`config.mk`:
```
export PLATFORM = sky130hd
export DESIGN_NAME = stage_sequencer
export DESIGN_NICKNAME = d
export VERILOG_FILES = /design/src/rtl/stage_sequencer_pkg.sv /design/src/rtl/stage_sequencer_icode_stage_decode.sv /design/src/rtl/stage_sequencer.sv
export SDC_FILE = /design/constraint.sdc
export NUM_CORES = 1
export LEC_CHECK = 0
export CAP_MARGIN = 20
export CELL_PAD_IN_SITES_DETAIL_PLACEMENT = 1
export CELL_PAD_IN_SITES_GLOBAL_PLACEMENT = 2
export CORE_MARGIN = 3
export CORE_UTILIZATION = 31
export DETAILED_ROUTE_END_ITERATION = 12
export GPL_ROUTABILITY_DRIVEN = 1
export GPL_TIMING_DRIVEN = 0
export HOLD_SLACK_MARGIN = 0.06
export MAX_ROUTING_LAYER = met4
export PLACE_DENSITY_LB_ADDON = 0.1
export SLEW_MARGIN = 20
export SYNTH_ARGS = -nofsm -noshare
export SYNTH_HDL_FRONTEND = slang
export SYNTH_SLANG_ARGS = --single-unit
export TNS_END_PERCENT = 5
```
`constraint.sdc`:
```
create_clock -name CLK -period 2.6 [get_ports CLK]
set_input_delay 0.65 -clock CLK [delete_from_list [all_inputs] [get_ports CLK]]
set_output_delay 0.65 -clock CLK [all_outputs]
set_load 0.03 [all_outputs]
```
`src/rtl/stage_sequencer_pkg.sv`:
```
// Shared Y86 sequencer definitions: data width, FSM state encodings,
// status codes and instruction codes.
package stage_sequencer_pkg;

    localparam int DATA_WID = 64;

    typedef enum logic [2:0] {
        IDLE      = 3'd0,
        FETCH     = 3'd1,
        DECODE    = 3'd2,
        EXECUTE   = 3'd3,
        MEMORY    = 3'd4,
        WRITEBACK = 3'd5,
        PC_UPD    = 3'd6,
        HALT      = 3'd7
    } state_t;

    typedef enum logic [3:0] {
        AOK = 4'd1,
        HLT = 4'd2,
        ADR = 4'd3,
        INS = 4'd4
    } stat_t;

    localparam logic [3:0] IHALT   = 4'h0;
    localparam logic [3:0] INOP    = 4'h1;
    localparam logic [3:0] IRRMOVQ = 4'h2;
    localparam logic [3:0] IIRMOVQ = 4'h3;
    localparam logic [3:0] IRMMOVQ = 4'h4;
    localparam logic [3:0] IMRMOVQ = 4'h5;
    localparam logic [3:0] IOPQ    = 4'h6;
    localparam logic [3:0] IJXX    = 4'h7;
    localparam logic [3:0] ICALL   = 4'h8;
    localparam logic [3:0] IRET    = 4'h9;
    localparam logic [3:0] IPUSHQ  = 4'hA;
    localparam logic [3:0] IPOPQ   = 4'hB;

endpackage

```
`src/rtl/stage_sequencer_icode_stage_decode.sv`:
```
// Per-icode stage usage: which optional stages run and which write
// enables they raise. Purely combinational.
module icode_stage_decode
    import stage_sequencer_pkg::*;
(
    input  logic [3:0] icode,
    input  logic       cnd,
    output logic       needs_mem,
    output logic       mem_write,
    output logic       needs_wb,
    output logic       we_e,
    output logic       we_m,
    output logic       sets_cc
);

    always_comb begin
        needs_mem = icode inside {IRMMOVQ, IMRMOVQ, ICALL, IRET, IPUSHQ, IPOPQ};
        mem_write = icode inside {IRMMOVQ, ICALL, IPUSHQ};
        needs_wb  = icode inside {IRRMOVQ, IIRMOVQ, IMRMOVQ, IOPQ,
                                  ICALL, IRET, IPUSHQ, IPOPQ};
        // cmovXX always visits WRITEBACK; only the register write is conditional
        we_e      = (icode inside {IIRMOVQ, IOPQ, ICALL, IRET, IPUSHQ, IPOPQ}) ||
                    ((icode == IRRMOVQ) && cnd);
        we_m      = icode inside {IMRMOVQ, IPOPQ};
        sets_cc   = (icode == IOPQ);
    end

endmodule

```
`src/rtl/stage_sequencer.sv`:
```
// Multi-cycle Y86 stage sequencer: FSM, memory-handshake timeout, retire count.
// Optional STAGE_SEQ_TRACE_EN adds trace_state output and simulation trace prints.
module stage_sequencer
    import stage_sequencer_pkg::*;
#(
    parameter int MEM_TIMEOUT = 16,
    parameter int RETIRE_WID  = 32
) (
    input  logic                  CLK,
    input  logic                  RST_N,
    input  logic                  run,
    input  logic [3:0]            icode,
    input  logic                  instr_valid,
    input  logic                  imem_error,
    input  logic                  dmem_error,
    input  logic                  Cnd,
    input  logic                  if_ack,
    input  logic                  mem_ack,
    output logic                  if_req,
    output logic                  ir_we,
    output logic                  cc_we,
    output logic                  mem_req,
    output logic                  mem_we,
    output logic                  reg_we_e,
    output logic                  reg_we_m,
    output logic                  pc_we,
    output logic [3:0]            stat,
    output logic                  busy,
    output logic [RETIRE_WID-1:0] retired
`ifdef STAGE_SEQ_TRACE_EN
    ,
    output logic [2:0]            trace_state
`endif
);

    localparam int CNT_W = (MEM_TIMEOUT > 1) ? $clog2(MEM_TIMEOUT) : 1;

    state_t                state, state_nxt;
    stat_t                 stat_q, stat_nxt;
    logic [CNT_W-1:0]      wait_cnt;
    logic [3:0]            icode_q;
    logic                  cnd_q;
    logic [RETIRE_WID-1:0] retired_q;
    logic                  timed_out;
    logic                  needs_mem, mem_write, needs_wb, we_e, we_m, sets_cc;

    icode_stage_decode u_decode (
        .icode     (icode_q),
        .cnd       (cnd_q),
        .needs_mem (needs_mem),
        .mem_write (mem_write),
        .needs_wb  (needs_wb),
        .we_e      (we_e),
        .we_m      (we_m),
        .sets_cc   (sets_cc)
    );

    assign timed_out = (wait_cnt == CNT_W'(MEM_TIMEOUT - 1));

    always_comb begin
        state_nxt = state;
        stat_nxt  = stat_q;
        case (state)
            IDLE:      if (run) state_nxt = FETCH;
            FETCH: begin
                // an ack on the final wait cycle takes priority over the timeout
                if (if_ack) begin
                    if (imem_error) begin
                        stat_nxt  = ADR;
                        state_nxt = HALT;
                    end else begin
                        state_nxt = DECODE;
                    end
                end else if (timed_out) begin
                    stat_nxt  = ADR;
                    state_nxt = HALT;
                end
            end
            DECODE: begin
                if (!instr_valid) begin
                    stat_nxt  = INS;
                    state_nxt = HALT;
                end else if (icode == IHALT) begin
                    stat_nxt  = HLT;
                    state_nxt = HALT;
                end else begin
                    state_nxt = EXECUTE;
                end
            end
            EXECUTE: begin
                if (needs_mem)     state_nxt = MEMORY;
                else if (needs_wb) state_nxt = WRITEBACK;
                else               state_nxt = PC_UPD;
            end
            MEMORY: begin
                if (mem_ack) begin
                    if (dmem_error) begin
                        stat_nxt  = ADR;
                        state_nxt = HALT;
                    end else begin
                        state_nxt = needs_wb ? WRITEBACK : PC_UPD;
                    end
                end else if (timed_out) begin
                    stat_nxt  = ADR;
                    state_nxt = HALT;
                end
            end
            WRITEBACK: state_nxt = PC_UPD;
            PC_UPD:    state_nxt = run ? FETCH : IDLE;
            HALT:      state_nxt = HALT;
            default:   state_nxt = IDLE;
        endcase
    end

    // ir_we is a DECODE decode: DECODE is only ever entered on a clean fetch ack
    always_comb begin
        if_req   = (state == FETCH);
        ir_we    = (state == DECODE);
        cc_we    = (state == EXECUTE) && sets_cc;
        mem_req  = (state == MEMORY);
        mem_we   = (state == MEMORY) && mem_write;
        reg_we_e = (state == WRITEBACK) && we_e;
        reg_we_m = (state == WRITEBACK) && we_m;
        pc_we    = (state == PC_UPD);
        busy     = (state != IDLE) && (state != HALT);
    end

    always_ff @(posedge CLK) begin
        if (!RST_N) begin
            state     <= IDLE;
            stat_q    <= AOK;
            wait_cnt  <= '0;
            icode_q   <= '0;
            cnd_q     <= 1'b0;
            retired_q <= '0;
        end else begin
            state  <= state_nxt;
            stat_q <= stat_nxt;
            // FETCH/MEMORY never self-re-enter, so staying implies still waiting
            if (((state == FETCH) || (state == MEMORY)) && (state_nxt == state))
                wait_cnt <= wait_cnt + CNT_W'(1);
            else
                wait_cnt <= '0;
            if (state == DECODE)  icode_q <= icode;
            if (state == EXECUTE) cnd_q   <= Cnd;
            if (state == PC_UPD)  retired_q <= retired_q + RETIRE_WID'(1);
`ifdef STAGE_SEQ_TRACE_EN
            if (state == PC_UPD)
                $display("stage_sequencer: retire retired=%0d icode=%0h stat=%0d",
                         retired_q + RETIRE_WID'(1), icode_q, stat_q);
            if ((state_nxt == HALT) && (state != HALT))
                $display("stage_sequencer: halt retired=%0d icode=%0h stat=%0d",
                         retired_q, icode, stat_nxt);
`endif
        end
    end

    assign stat    = stat_q;
    assign retired = retired_q;
`ifdef STAGE_SEQ_TRACE_EN
    assign trace_state = state;
`endif

endmodule

```
==> flow_summary.toml, run 1 <==
[timing]
finalCritPeriodShare = 0.975
finClkSkew_ns = 0.00938
worst_slew_margin_rel = 0.650
slew_violations = 0
rsz0062_at_grt = "yes"
fmax_ghz = 0.394
hold_viol_final = 0
worstMarginPinSlew_ns = 0.518
setup_viol = 0
min_period_ns = 2.54

[placed_design]
dp_cells = 457
dp_hpwl_microns = 5130
portBuffers = 57
gp_congestion = 0.780

[logic_synthesis]
synth_top_family_by_area = "simple AND/OR/NAND/NOR gates"
synthFlopType = "dfxtp_1"
synth_compound_area_frac = 0.125
synth_xor_area_frac = 0.0968
yosys_warnings = 0
synthSimpleGateAreaFrac = 0.331
syn-num-nets = 313
ys_seq_area_frac = 0.379
synthMuxAreaShare = 0.0242
synth_edf_count = 0
synthAdderAreaFrac = 0.00988
ys_ff_latch = 48
synth_cell_types = 50
syn_inst = 298
synth_area_sq_um = 2530
avgSynthCellArea_sq_um = 8.50
async_flop_share = 0

[detailed_routing]
wirelength_microns = 6690
antenna_left = 0
first_pass_iters = 4
viasPerCell = 5.02
wl_per_cell_microns = 14.4
routed-via-count = 2336
drtIter0Drc = 49
route.detailed.drc = 0

[critical_path]
endpoint_kind = "output pin"
cp_top_family = "buffers and inverters"
path_class = "flop to output pin"
cp_num_buf_inv = 3
cp-start-kind = "flop"
worst-r2r-setup-slack_ns = 0.67
crit_required_ns = 1.95
path_max_fanout = 10
reg2reg_depth = 6
reg2reg_from = "retired[8]"
path_cells = "clkbuf_4 > buf_2 > nand2_1 > nor4_1 > clkdlybuf4s15_2"
r2r_end = "retired[28]"
worstPathArrival_ns = 1.89
crit_slowest_cell = "dfxtp_1"
slowest_delay_ns = 0.42

[clock_network]
path_clk_slew_ns = 0.10
clk_path_buf_depth = 2
post_cts.repair.setup_buffers = 0
cts_num_sinks = 48
cts_buffers = 5
cts_root_buf = "clkbuf_8"
ctsResizeCount = 20
htreeDepth = 2
hold_buffers = 0
cts_tree = "yes"
clock_latency_ns = 0.30

[floorplanning]
initial_core_util = 0.323
dieArea_sq_um = 9290
die_h_microns = 96.4
ios = 58
core.rowCount = 32
core_area_sq_um = 7850
die-width_microns = 96.4

[global_routing]
grt_max_degree = 16
grt_pass1_wl_microns = 11200
grtUsageTotal = 0.156
overflow = 0
antenna_found_initial = 0
grt_pass1_vias = 2262

[final_layout]
fin_cells = 465
final_common_cell = "clkdlybuf4s50_1"
layout.nets = 377
diodes = 0
fill_cells = 950
layout-area-overhead-vs-synth_pct = 33.5
mostFrequentLayoutCells = "clkdlybuf4s50_1 (48), dfxtp_1 (47), and2_1 (30)"
drive_above_1_share = 0.0854

[flow_run]
max_cap_violations = 0

[power]
p_leak_nw = 1.25
seqPwrFrac = 0.428
power.density_nw_per_um2 = 550
switching_share = 0.312
p_switching_mw = 0.580
total_power_mw = 1.86
p_comb_frac = 0.263
power.clock.fraction = 0.310
power_report.internal_total_mw = 1.28
ir_drop_mv = 0.214

[min_path]
holdPathEnd = "wait_cnt[0]"
hp-start = "wait_cnt[0]"
min_path_type = "flop to flop"
min_path_cells = 1

[run_status]
status = "completed"
[synth_stat cells, types with 8 or more instances]
cell type / instances / area (sq um)
o21ai_0: 12 / 60.1
nand2_1: 20 / 75.1
nor2_1: 14 / 52.6
nand4_1: 14 / 87.6
nor2b_1: 8 / 50.1
xnor2_1: 22 / 193
a21oi_1: 13 / 65.1
and2_1: 30 / 188
clkbuf_1: 12 / 45.0
dfxtp_1: 48 / 961
nand3_1: 18 / 90.1
[worst max-delay path by stage]
stage,depth (start not counted),endpoint,slack (ns),start
floorplan,4,cc_we,-0.03,state[0]
global placement,5,cc_we,-0.32,state[0]
detailed placement,5,cc_we,-0.29,state[0]
CTS,5,cc_we,0.002,state[2]
global route,5,cc_we,-0.10,state[0]
finish,5,cc_we,0.06,state[0]
[power by group through the flow]
stage | logic (mW) | clock network [mW] | registers [mW]
floorplan | 0.308 | 0 | 0.820
global placement | 0.484 | 0 | 0.808
detailed placement | 0.484 | 0 | 0.809
CTS | 0.488 | 0.604 | 0.796
global route | 0.545 | 0.633 | 0.800
finish | 0.488 | 0.576 | 0.795
[sequential cells by signal, summed over array words and instances, names as in the netlist]
| signal | cells |
|---|---|
| state | 3 |
| icode_q | 4 |
| retired | 32 |
| stat | 4 |
| wait_cnt | 4 |
| cnd_q | 1 |
[cells by family (layout without fill, tap and decap cells)]
| family | after synthesis | in the layout |
|---|---|---|
| simple gates | 144 | 144 |
| compound gates | 49 | 49 |
| flops | 48 | 48 |
| xor+xnor | 28 | 28 |
| buf+inv | 21 | 86 |
| mux | 6 | 6 |
| fa+ha+maj | 2 | 2 |
[stage by stage]
step	instance area, sq um	util	worst slack [ns]	TNS, ns	hold slack, ns
after floorplan	2540	-	-0.0313	-0.0313	0.418
final	3380	0.431	0.0650	0	0.455
after detailed placement	3240	0.412	-0.290	-0.774	0.447
after global routing	3380	0.431	-0.101	-0.196	0.496
after global placement	3240	0.412	-0.317	-0.810	0.435
after CTS	3370	0.430	0.00245	0	0.463
[layer usage]
metal  vias to the layer above  routed length, microns  GRT usage
met1                      1112                    3150      0.200
li1                       1180                       -          -
met4                         0                      33     0.0280
met3                         4                     201     0.0256
met5                         -                       0          -
met2                        40                    3310      0.265
[cell type report]
| cell class | instances | area (sq um) | share of cell area |
|---|---|---|---|
| multi-input cells | 229 | 1510 | 0.447 |
| flip-flops and latches | 48 | 962 | 0.284 |
| repair buffers | 57 | 566 | 0.167 |
| well taps | 102 | 128 | 0.0377 |
| clock buffers | 6 | 82.6 | 0.0244 |
| plain buffers | 16 | 73.8 | 0.0218 |
| clock inverters | 2 | 38.8 | 0.0115 |
| inverters | 5 | 18.8 | 0.00555 |
Power figures use the tool's default switching activity.
==> run 2, diff against run 1 <==
- GPL_TIMING_DRIVEN: 0 -> not set
==> run 2 against run 1 <==
Global-route usage decreased by 0.60 points; final area about the same; first-iteration DRC count decreased by 39%; die area unchanged; clock skew increased by 0.0049 ns; clock power about the same; register-to-register slack improved by 0.02 ns; sequential share of layout area increased by 0.058 points; fmax increased by 2.8%; core utilization about the same; non-clock buffer count decreased by 4.
==> flow_summary.toml, run 2 (same netlist as run 1, synthesis figures left out) <==
[detailed_routing]
topRoutingLayerUsed = "met4"
met3_length_microns = 200
first_pass_iters = 4
wl_met1_microns = 3140
wirelength_microns = 6550
viasPerCell = 4.97
wl_met2_microns = 3180
route.detailed.drc = 0
wl_per_cell_microns = 14.2
drtIter0Drc = 30
routed-via-count = 2292
antenna_left = 0

[global_routing]
grt_pass1_wl_microns = 10800
grtUsageTotal = 0.150
overflow = 0
grt_max_degree = 45
grt_pass1_vias = 2238
antenna_found_initial = 0

[timing]
rsz0062_at_grt = "yes"
min_period_ns = 2.47
worst_slew_margin_rel = 0.645
hold_viol_final = 0
holdWs_ns = 0.449
slew_violations = 0
setup_viol = 0
fmax_ghz = 0.406
fin_ws_ns = 0.135
finClkSkew_ns = 0.0143
finalCritPeriodShare = 0.948
worstMarginPinSlew_ns = 0.528
setup_tns_ns = 0

[clock_network]
clock_latency_ns = 0.31
clk_path_buf_depth = 2
htreeDepth = 2
cts_root_buf = "clkbuf_8"
cts_buffers = 5
hold_buffers = 0
cts_tree = "yes"
cts_num_sinks = 48
path_clk_slew_ns = 0.10

[power]
ir_drop_mv = 0.229
p_leak_nw = 1.29
power.density_nw_per_um2 = 552
total_power_mw = 1.86

[floorplanning]
die_h_microns = 96.4
die-width_microns = 96.4
core.rowCount = 32
core_area_sq_um = 7850
ios = 58
dieArea_sq_um = 9290
initial_core_util = 0.323

[final_layout]
fin_cells = 461
finalInstanceArea_sq_um = 3380
layout.nets = 373
mostFrequentLayoutCells = "clkdlybuf4s50_1 (49), dfxtp_1 (46), and2_1 (30)"
layout-area-overhead-vs-synth_pct = 33.4
fill_cells = 984
fin_util = 0.431
diodes = 0
final_common_cell = "clkdlybuf4s50_1"
largest_reg_flops = 32
drive_above_1_share = 0.0947

[placed_design]
placed_area_sq_um = 3250
portBuffers = 57
post-place-ws_ns = 0.250
gp_congestion = 0.803
dp_hpwl_microns = 4890
dp_cells = 453

[critical_path]
path_class = "flop to output pin"
path_max_fanout = 5
crit_required_ns = 1.95
crit_slowest_cell = "clkdlybuf4s50_1"
cp-start-kind = "flop"
slowest_delay_ns = 0.67
endpoint_kind = "output pin"
reg2reg_depth = 6
worstPathArrival_ns = 1.82
path_cells = "nor2b_1 > nand2_1 > inv_1 > clkdlybuf4s50_1"

[run_status]
status = "completed"

[min_path]
min_path_cells = 1
min_path_type = "flop to flop"

[flow_run]
max_cap_violations = 0
==> run 2: final timing paths <==
path | startpoint | to | slack [ns]
worst min-delay path | wait_cnt[0] | wait_cnt[0] | 0.45
worst min register to register | wait_cnt[0] | wait_cnt[0] | 0.45
worst max-delay path | state[2] | pc_we | 0.13
worst max register to register | retired[8] | retired[30] | 0.69
==> run 2: power breakdown <==
part           internal (mW)  leakage [nW]  switching [mW]
registers              0.770         0.388          0.0676
logic                  0.210         0.849           0.243
clock network          0.290        0.0548           0.284
total                   1.27          1.29           0.595
==> run 2: area by class of cell <==
| type | instances | area (sq um) | area share |
|---|---|---|---|
| clock inverter | 3 | 46.3 | 0.0137 |
| timing repair buffer | 69 | 662 | 0.196 |
| clock buffer | 5 | 68.8 | 0.0204 |
| tap | 102 | 128 | 0.0378 |
| sequential | 48 | 963 | 0.285 |
| multi-input combinational | 229 | 1490 | 0.442 |
| inverter | 5 | 18.8 | 0.00555 |
==> run 2: worst max-delay path, delay by kind of cell (launching register included) <==
kind          cells  cell delay [ns]
simple gates      2             0.31
buf+inv           2             0.78
flops             1             0.42
==> run 2: timing repair <==
action | 4_1_cts | 5_1_grt
setup endpoints to repair | 5 | 5
buffers inserted | 0 | 0
gates resized for setup | 2 | 5
pin swaps | 0 | 0
==> run 2: routing by layer <==
metal,track usage,vias up
met5,-,-
li1,-,1167
met1,0.193,1088
met4,0.0292,0
met3,0.0256,2
met2,0.251,35
